### config.mk
export PLATFORM = sky130hd
export DESIGN_NAME = lu_op_identifier
export DESIGN_NICKNAME = d
export VERILOG_FILES = /design/src/rtl/lu_op_identifier.sv
export SDC_FILE = /design/constraint.sdc
export NUM_CORES = 1
export LEC_CHECK = 0
export BUFFER_PORTS_ARGS = -buffer_cell sky130_fd_sc_hd__buf_2
export CAP_MARGIN = 25
export CORE_ASPECT_RATIO = 1.2
export CORE_UTILIZATION = 46
export CTS_CLUSTER_DIAMETER = 60
export DETAILED_ROUTE_END_ITERATION = 6
export MAX_ROUTING_LAYER = met4
export PLACE_DENSITY_LB_ADDON = 0.15
export SKIP_LAST_GASP = 1
export SLEW_MARGIN = 20
export SYNTH_ARGS = -nofsm -noshare
export SYNTH_HDL_FRONTEND = slang
export SYNTH_SLANG_ARGS = --single-unit
### constraint.sdc
create_clock -name clk -period 3.3 [get_ports clk]
set_clock_uncertainty 0.1 [all_clocks]
set_input_delay 0.495 -clock clk [delete_from_list [all_inputs] [get_ports clk]]
set_output_delay 0.495 -clock clk [all_outputs]
set_load 0.01 [all_outputs]
### src/rtl/lu_op_identifier.sv
// rtl/lu_op_identifier.sv - identifies OR/NOR/XOR/XNOR from observed operand/result samples
// Optional feature macro: LU_OPID_TIMEOUT_EN (idle-cycle timeout while collecting).
module lu_op_identifier #(
  parameter int MAX_SAMPLES    = 8,
  parameter int TIMEOUT_CYCLES = 16
) (
  input  logic       clk,
  input  logic       rst,
  input  logic       start,
  input  logic       in_valid,
  input  logic       a,
  input  logic       b,
  input  logic       result,
  input  logic       ack,
  output logic       in_ready,
  output logic [1:0] op,
  output logic       op_valid,
  output logic       ambiguous,
  output logic       conflict,
  output logic       timeout,
  output logic [3:0] cand_mask,
  output logic [3:0] sample_count
);

  localparam logic [1:0] S_IDLE    = 2'd0;
  localparam logic [1:0] S_COLLECT = 2'd1;
  localparam logic [1:0] S_DONE    = 2'd2;
  localparam logic [1:0] S_ERROR   = 2'd3;
  localparam logic [3:0] MAX_CNT   = 4'(MAX_SAMPLES);

  logic [1:0] state;
  logic [3:0] consist;
  logic [3:0] next_mask;
  logic [3:0] next_count;
  logic [1:0] low_idx;
  logic       one_hot;
  logic       idle_expire;

  always_comb begin
    consist[0] = ((a | b) == result);
    consist[1] = ((~(a | b)) == result);
    consist[2] = ((a ^ b) == result);
    consist[3] = ((~(a ^ b)) == result);
    next_mask  = cand_mask & consist;
    next_count = (sample_count == MAX_CNT) ? sample_count : sample_count + 4'd1;
    one_hot    = $onehot(next_mask);
    // lowest set index doubles as the one-hot index
    if (next_mask[0])      low_idx = 2'd0;
    else if (next_mask[1]) low_idx = 2'd1;
    else if (next_mask[2]) low_idx = 2'd2;
    else                   low_idx = 2'd3;
  end

`ifdef LU_OPID_TIMEOUT_EN
  localparam logic [7:0] TO_LIM = 8'(TIMEOUT_CYCLES);
  logic [7:0] idle_cnt;

  assign idle_expire = (state == S_COLLECT) && !start && !in_valid && (idle_cnt == TO_LIM - 8'd1);

  always_ff @(posedge clk) begin
    if (rst)
      idle_cnt <= 8'd0;
    else if (state == S_COLLECT && !start && !in_valid)
      idle_cnt <= idle_cnt + 8'd1;
    else
      idle_cnt <= 8'd0;
  end
`else
  // no timeout in this build; TIMEOUT_CYCLES has no effect
  assign idle_expire = 1'b0 & (TIMEOUT_CYCLES == 0);
`endif

  always_ff @(posedge clk) begin
    if (rst) begin
      state        <= S_IDLE;
      op           <= 2'd0;
      op_valid     <= 1'b0;
      ambiguous    <= 1'b0;
      conflict     <= 1'b0;
      timeout      <= 1'b0;
      in_ready     <= 1'b0;
      cand_mask    <= 4'hF;
      sample_count <= 4'd0;
    end else begin
      case (state)
        S_IDLE: begin
          if (start) begin
            state        <= S_COLLECT;
            in_ready     <= 1'b1;
            cand_mask    <= 4'hF;
            sample_count <= 4'd0;
          end
        end
        S_COLLECT: begin
          if (start) begin
            cand_mask    <= 4'hF;
            sample_count <= 4'd0;
          end else if (in_valid) begin
            cand_mask    <= next_mask;
            sample_count <= next_count;
            if (next_mask == 4'd0) begin
              state    <= S_ERROR;
              in_ready <= 1'b0;
              op_valid <= 1'b1;
              conflict <= 1'b1;
              op       <= 2'd0;
            end else if (one_hot || next_count == MAX_CNT) begin
              state     <= S_DONE;
              in_ready  <= 1'b0;
              op_valid  <= 1'b1;
              op        <= low_idx;
              ambiguous <= !one_hot;
            end
          end else if (idle_expire) begin
            state    <= S_ERROR;
            in_ready <= 1'b0;
            op_valid <= 1'b1;
            timeout  <= 1'b1;
            conflict <= 1'b0;
            op       <= 2'd0;
          end
        end
        S_DONE, S_ERROR: begin
          if (ack) begin
            state     <= S_IDLE;
            op_valid  <= 1'b0;
            ambiguous <= 1'b0;
            conflict  <= 1'b0;
            timeout   <= 1'b0;
          end
        end
        default: state <= S_IDLE;
      endcase
    end
  end

endmodule

**Word-level counts from Yosys, hierarchy flattened**

Index checks and enable logic that the tools add are counted.

- Register bits after elaboration: 16
- Input bits: 8
- Output and inout port bits: 15
- Word-level logic and storage cells: 94

- $add $sub $neg: 4
- Equal/unequal tests: 19
- Multiplexer cells: 42
- Bitwise operators: 6
- Reductions and logical operators: 15

Operator list:

| operator | count |
|---|---|
| 4-bit two-way mux | 7 |
| 2-bit two-way mux | 10 |
| 5-bit AND reduction | 4 |
| 1-bit two-way mux | 18 |
| 4-bit one-hot mux with 2 select lines | 2 |
| 2-bit != test, second input constant | 7 |
| 4-bit == test, second input constant | 2 |
| 1-bit one-hot mux with 2 select lines | 4 |
| 3-bit != test, second input constant | 2 |
| 2-bit one-hot mux with 3 select lines | 1 |
| 6-bit AND reduction | 1 |
| 2-bit nonzero test | 3 |
| 1-bit by 1-bit adder with 2-bit output | 2 |
| 4-bit by 1-bit adder with 4-bit output, second input constant | 1 |
| 4-bit bitwise AND | 1 |
| 1-bit == test | 4 |
| 2-bit == test, second input constant | 2 |
| 4-bit logical NOT | 1 |
| 4-bit AND reduction | 1 |
| 2-bit by 2-bit adder with 3-bit output | 1 |
| 3-bit by 1-bit == test with 1-bit output, second input constant | 1 |
| 1-bit NOT | 3 |
| 3-bit AND reduction | 1 |
| 2-bit by 1-bit == test with 1-bit output, second input constant | 1 |
| other kinds (6) | 6 |

**Logic depth before layout (Yosys ltp)**

- Word-level depth: 13
- Gate-level depth with buffers: 13

**Worst setup path before layout**

Ideal clock, no wire load.

- Path type: input to register
- Start point: input a
- End point: register op[1]
- Library setup time: 0.072 ns
- Data arrival time: 2.974 ns
- Required time: 3.128 ns
- Setup slack: 0.154 ns
- Cell stages on the path: 13
- Cell sequence: inv_1 > ha_1 > xor2_1 > or2_2 > inv_1 > fa_1 > ha_1 > ha_1 > nor3b_1 > nor2_1 > and3_1 > a21oi_1 > mux2i_1

- Longest elaborated chain between the ends: 10

Ends and longest elaborated chain:

| what | RTL line | text |
|---|---|---|
| from (decl) | 11 | `input logic a,` |
| 1-bit bitwise OR or 1-bit XOR (tied branches) | -- |  |
| 1-bit NOT (on tied branches) | 41, 43 |  |
| 1-bit == test (on tied branches) | 41, 43 |  |
| 4-bit bitwise AND * | 44 | `next_mask = cand_mask & consist;` |
| 1-bit by 1-bit adder with 2-bit output (not written as such) | 46 | `one_hot = $onehot(next_mask);` |
| 2-bit by 2-bit adder with 3-bit output (not written as such) | 46 |  |
| 3-bit by 1-bit == test with 1-bit output | 46 |  |
| 1-bit logical OR | 107 | `end else if (one_hot \|\| next_count == MAX_CNT) begin` |
| 2-bit nonzero test (no line) | -- |  |
| 4-bit AND reduction (no line) | -- |  |
| to (signal assigned) | 111 | `op <= low_idx;` |
| to (decl) | 16 | `output logic [1:0] op,` |

Every way passes the cells marked *; elsewhere a longest branch is shown, timed or not. The select of a mux whose other input is x is not followed.
A chain may end at the register's enable or synchronous reset.

**Worst setup path in the final report**

Same ends and word-level chain as after synthesis.

==> reports/qor.csv <==
stage,metric,value,unit
worst_setup_path,crit path DAT,3.16,ns
hold_path,worst hold start,op[1],
worst_setup_path,Worst setup SP type,input pin,
global_route,largest net degree at the start of global routing,13,
worst_setup_path,RR Startpoint,cand_mask[1],
clock_network,Max clock buf depth,2,
yosys,Syn. warnings,0,
worst_setup_path,Worst Path Buf+Inv,3,
run,Max Cap Viol,0,
yosys,fraction of registers with async set/reset,0,%
clock_network,Setup Buffers After CTS,0,
pwr,Combinational Power Share,28.3,%
floorplan,IO Count,23,
drt,Vias/cell,5.61,
global_route,first-pass GRT wire length,3.55,mm
worst_setup_path,CP peak stage delay,0.39,ns
layout,post-layout net count,157,
floorplan,row count,17,
timing,f_max,0.328,GHz
hold_path,endpoint of the worst hold path,op[1],
timing,slew margin rel.,60.5,%
drt,Total Wirelength,2.02,mm
timing,RSZ-0062 raised after global routing,no,
worst_setup_path,"most used cell, CP",ha_1,
placement,Post-DP HPWL,1.52,mm
yosys,most frequent cell after synthesis,dfxtp_1,
hold_path,Worst Hold Depth,2,
worst_setup_path,"CP delay by family, top",adder cells,
timing,setup TNS,0,ns
timing,period utilization,92.5,%
clock_network,Clock Sink Count,16,
worst_setup_path,Worst Path Max Fanout,3,
status,outcome,finished with violations,
yosys,most frequent cells after synthesis,"16 x dfxtp_1, 13 x nor2_1, 12 x nand2_1",
placement,Placed Area,1090,sq um
yosys,Post-synth EDFFs,0,
clock_network,Worst-path clk slew,0.09,ns
global_route,vias in the first global route,858,
worst_setup_path,worst reg2reg path endpoint,op[1],
drt,Avg WL per Cell,12.7,um
drt,# DRC,1,
placement,IO buf count,21,
pwr,part of the power in the clock network,26.6,%
pwr,PwrDens,429,nW/um^2
global_route,initial antenna violation count,0,
timing,Final Max Slew Viols,0,
clock_network,post-CTS sizing,0,
worst_setup_path,CP required,3.41,ns
worst_setup_path,Setup CP Type,in2reg,
status,failing checks,DRC,
layout,Final Instance Area,1120,sq um
placement,RD Place Congestion,0.830,
global_route,Total GRT Usage,21.2,%
yosys,syn_area_per_cell,8.10,sq um
worst_setup_path,CP Launch Point,a,
floorplan,Initial Util,50.5,%
layout,# fillers,192,
yosys,post-synth top area share,33.5,%
clock_network,CTS Root Cell,clkbuf_4,
clock_network,hold buffer count at CTS,0,
worst_setup_path,R2R cell count,11,
floorplan,Die Width,43.6,um
yosys,Synth Flop Type,dfxtp_1,
pwr,sw power,145,uW
yosys,Area contributors post-synth,"dfxtp_1 34%, ha_1 7.9%, nor2_1 5.1%",
worst_setup_path,Worst path slowest cell,fa_1,
worst_setup_path,CP Capture Type,flip-flop,
pwr,Sw Ratio,30.0,%
yosys,sequential area share after synthesis,33.5,%
clock_network,Num CTS Buffers,3,
pwr,Power Total,482,uW
clock_network,H-tree depth,1,
worst_setup_path,flop2flop setup slack,0.51,ns
layout,Multi-input gate area,577,sq um
drt,drt pass-1 iters,6,
yosys,mapped cell area,956,sq um
pwr,Pleak,0.515,nW
pwr,Flop pwr share,45.1,%
timing,min Tclk post-route,3.05,ns
yosys,post-synthesis register bit count,16,
layout,fin util,59.3,%
layout,register area,320,sq um
timing,Worst Tran Pin Value,0.590,ns
drt,First DRT Iteration DRCs,11,
timing,final setup vio count,0,
drt,via count,897,
global_route,remaining global-route overflow,0,
worst_setup_path,worst-path cell chain,"buf_2, inv_1, ha_1, xor2_1, or2_2, inv_1, fa_1, ha_1, ha_1, nor3b_1, nor2_1, and3_1, a21oi_1, mux2i_1",
layout,P&R area growth vs syn,17.4,%
yosys,leading area contributor after synthesis,dfxtp_1,
pwr,P_int,337,uW
yosys,cells after synthesis,118,
timing,Hold Slack,0.367,ns
yosys,post-synth net total,133,
clock_network,Worst-Skew Late Latency,0.28,ns
timing,Final Hold Viols,0,
drt,antenna violation net count after detailed routing,0,
pwr,maximum VDD drop,244,uV
floorplan,die area,2270,sq um
floorplan,Die Y,51.9,um
layout,Inserted Diodes,0,
floorplan,core box area,1890,sq um
layout,proportion of layout cells with a drive suffix above 1,21.3,%
hold_path,hold crit path type,reg2reg,
clock_network,CTS tree,done,
yosys,post-synth cell types,41,
power groups by stage:
stage          registers [mW]  logic, mW  clock network [mW]
2_1_floorplan           0.218     0.0934                   0
3_3_place_gp            0.221      0.133                   0
3_5_place_dp            0.221      0.137                   0
4_1_cts                 0.217      0.138               0.133
5_1_grt                 0.220      0.156               0.141
6_report                0.217      0.136               0.128
logic make-up (layout without fill, tap and decap cells):
logic type	Yosys count	count (layout)	share of synthesized area (%)
adder cells (fa/ha/maj)	7	7	9.95
AO/OA/AOI/OAI	27	27	19.6
AND/OR/NAND/NOR	47	47	24.3
multiplexers	4	4	4.19
XOR/XNOR	2	2	1.83
other	1	1	0.392
flip-flops	16	16	33.5
buffers and inverters	14	37	6.15
state kept, by name (all words and copies together), names as in the netlist:
name          flops
cand_mask         4
sample_count      4
op                2
state             2
ambiguous         1
conflict          1
in_ready          1
op_valid          1
how the worst max path moves through the flow:
stage | end | slack [ns] | cells past startpoint
3_3_place_gp | op[1] | -0.03 | 14
3_5_place_dp | op[1] | -0.05 | 14
5_1_grt | op[1] | 0.09 | 14
6_report | op[1] | 0.25 | 14
2_1_floorplan | op[1] | 0.15 | 13
4_1_cts | op[1] | 0.24 | 14
cell usage in the layout (no fill, tap or decap), types with 2 or more instances in the layout:
cell type | netlist | routed
dfxtp_1 | 16 | 16
buf_2 | 2 | 21
nor3_1 | 2 | 2
a21oi_1 | 7 | 7
inv_1 | 8 | 8
nor2b_1 | 4 | 4
nand3_1 | 4 | 4
buf_4 | 1 | 4
nor2_1 | 13 | 13
mux2i_1 | 4 | 4
a311oi_1 | 2 | 2
nor3b_1 | 2 | 2
o21ai_0 | 5 | 5
clkbuf_4 | 0 | 3
ha_1 | 6 | 6
nand2b_1 | 2 | 2
o21a_1 | 2 | 2
nand2_1 | 12 | 12
metal layers:
layer	vias to the layer above	global-route usage, %	part of all wire [%]
met2	22	38.1	48
met5	-	-	0
li1	458	-	-
met4	0	8.33	1.2
met1	413	23.6	47
met3	4	2.08	3.3
layout make-up:
| type | count | share of cell area [%] |
|---|---|---|
| multi-input cells | 88 | 51.4 |
| repair buffers | 25 | 12.0 |
| well taps | 19 | 2.12 |
| flip-flops and latches | 16 | 28.5 |
| clock buffers | 4 | 3.23 |
| inverters | 8 | 2.68 |
worst min-delay path, delay by kind of cell (launching register included):
family / cells / cell delay [ns]
simple gates: 1 / 0.05
flops: 1 / 0.32
mux: 1 / 0.06
per-stage QoR:
step	setup slack, ns	cells
2_1_floorplan	0.154	118
3_5_place_dp	-0.0451	156
3_3_place_gp	-0.0328	156
4_1_cts	0.244	160
6_report	0.247	160
5_1_grt	0.0850	160
Note: power is estimated with default switching activity, not from simulation.
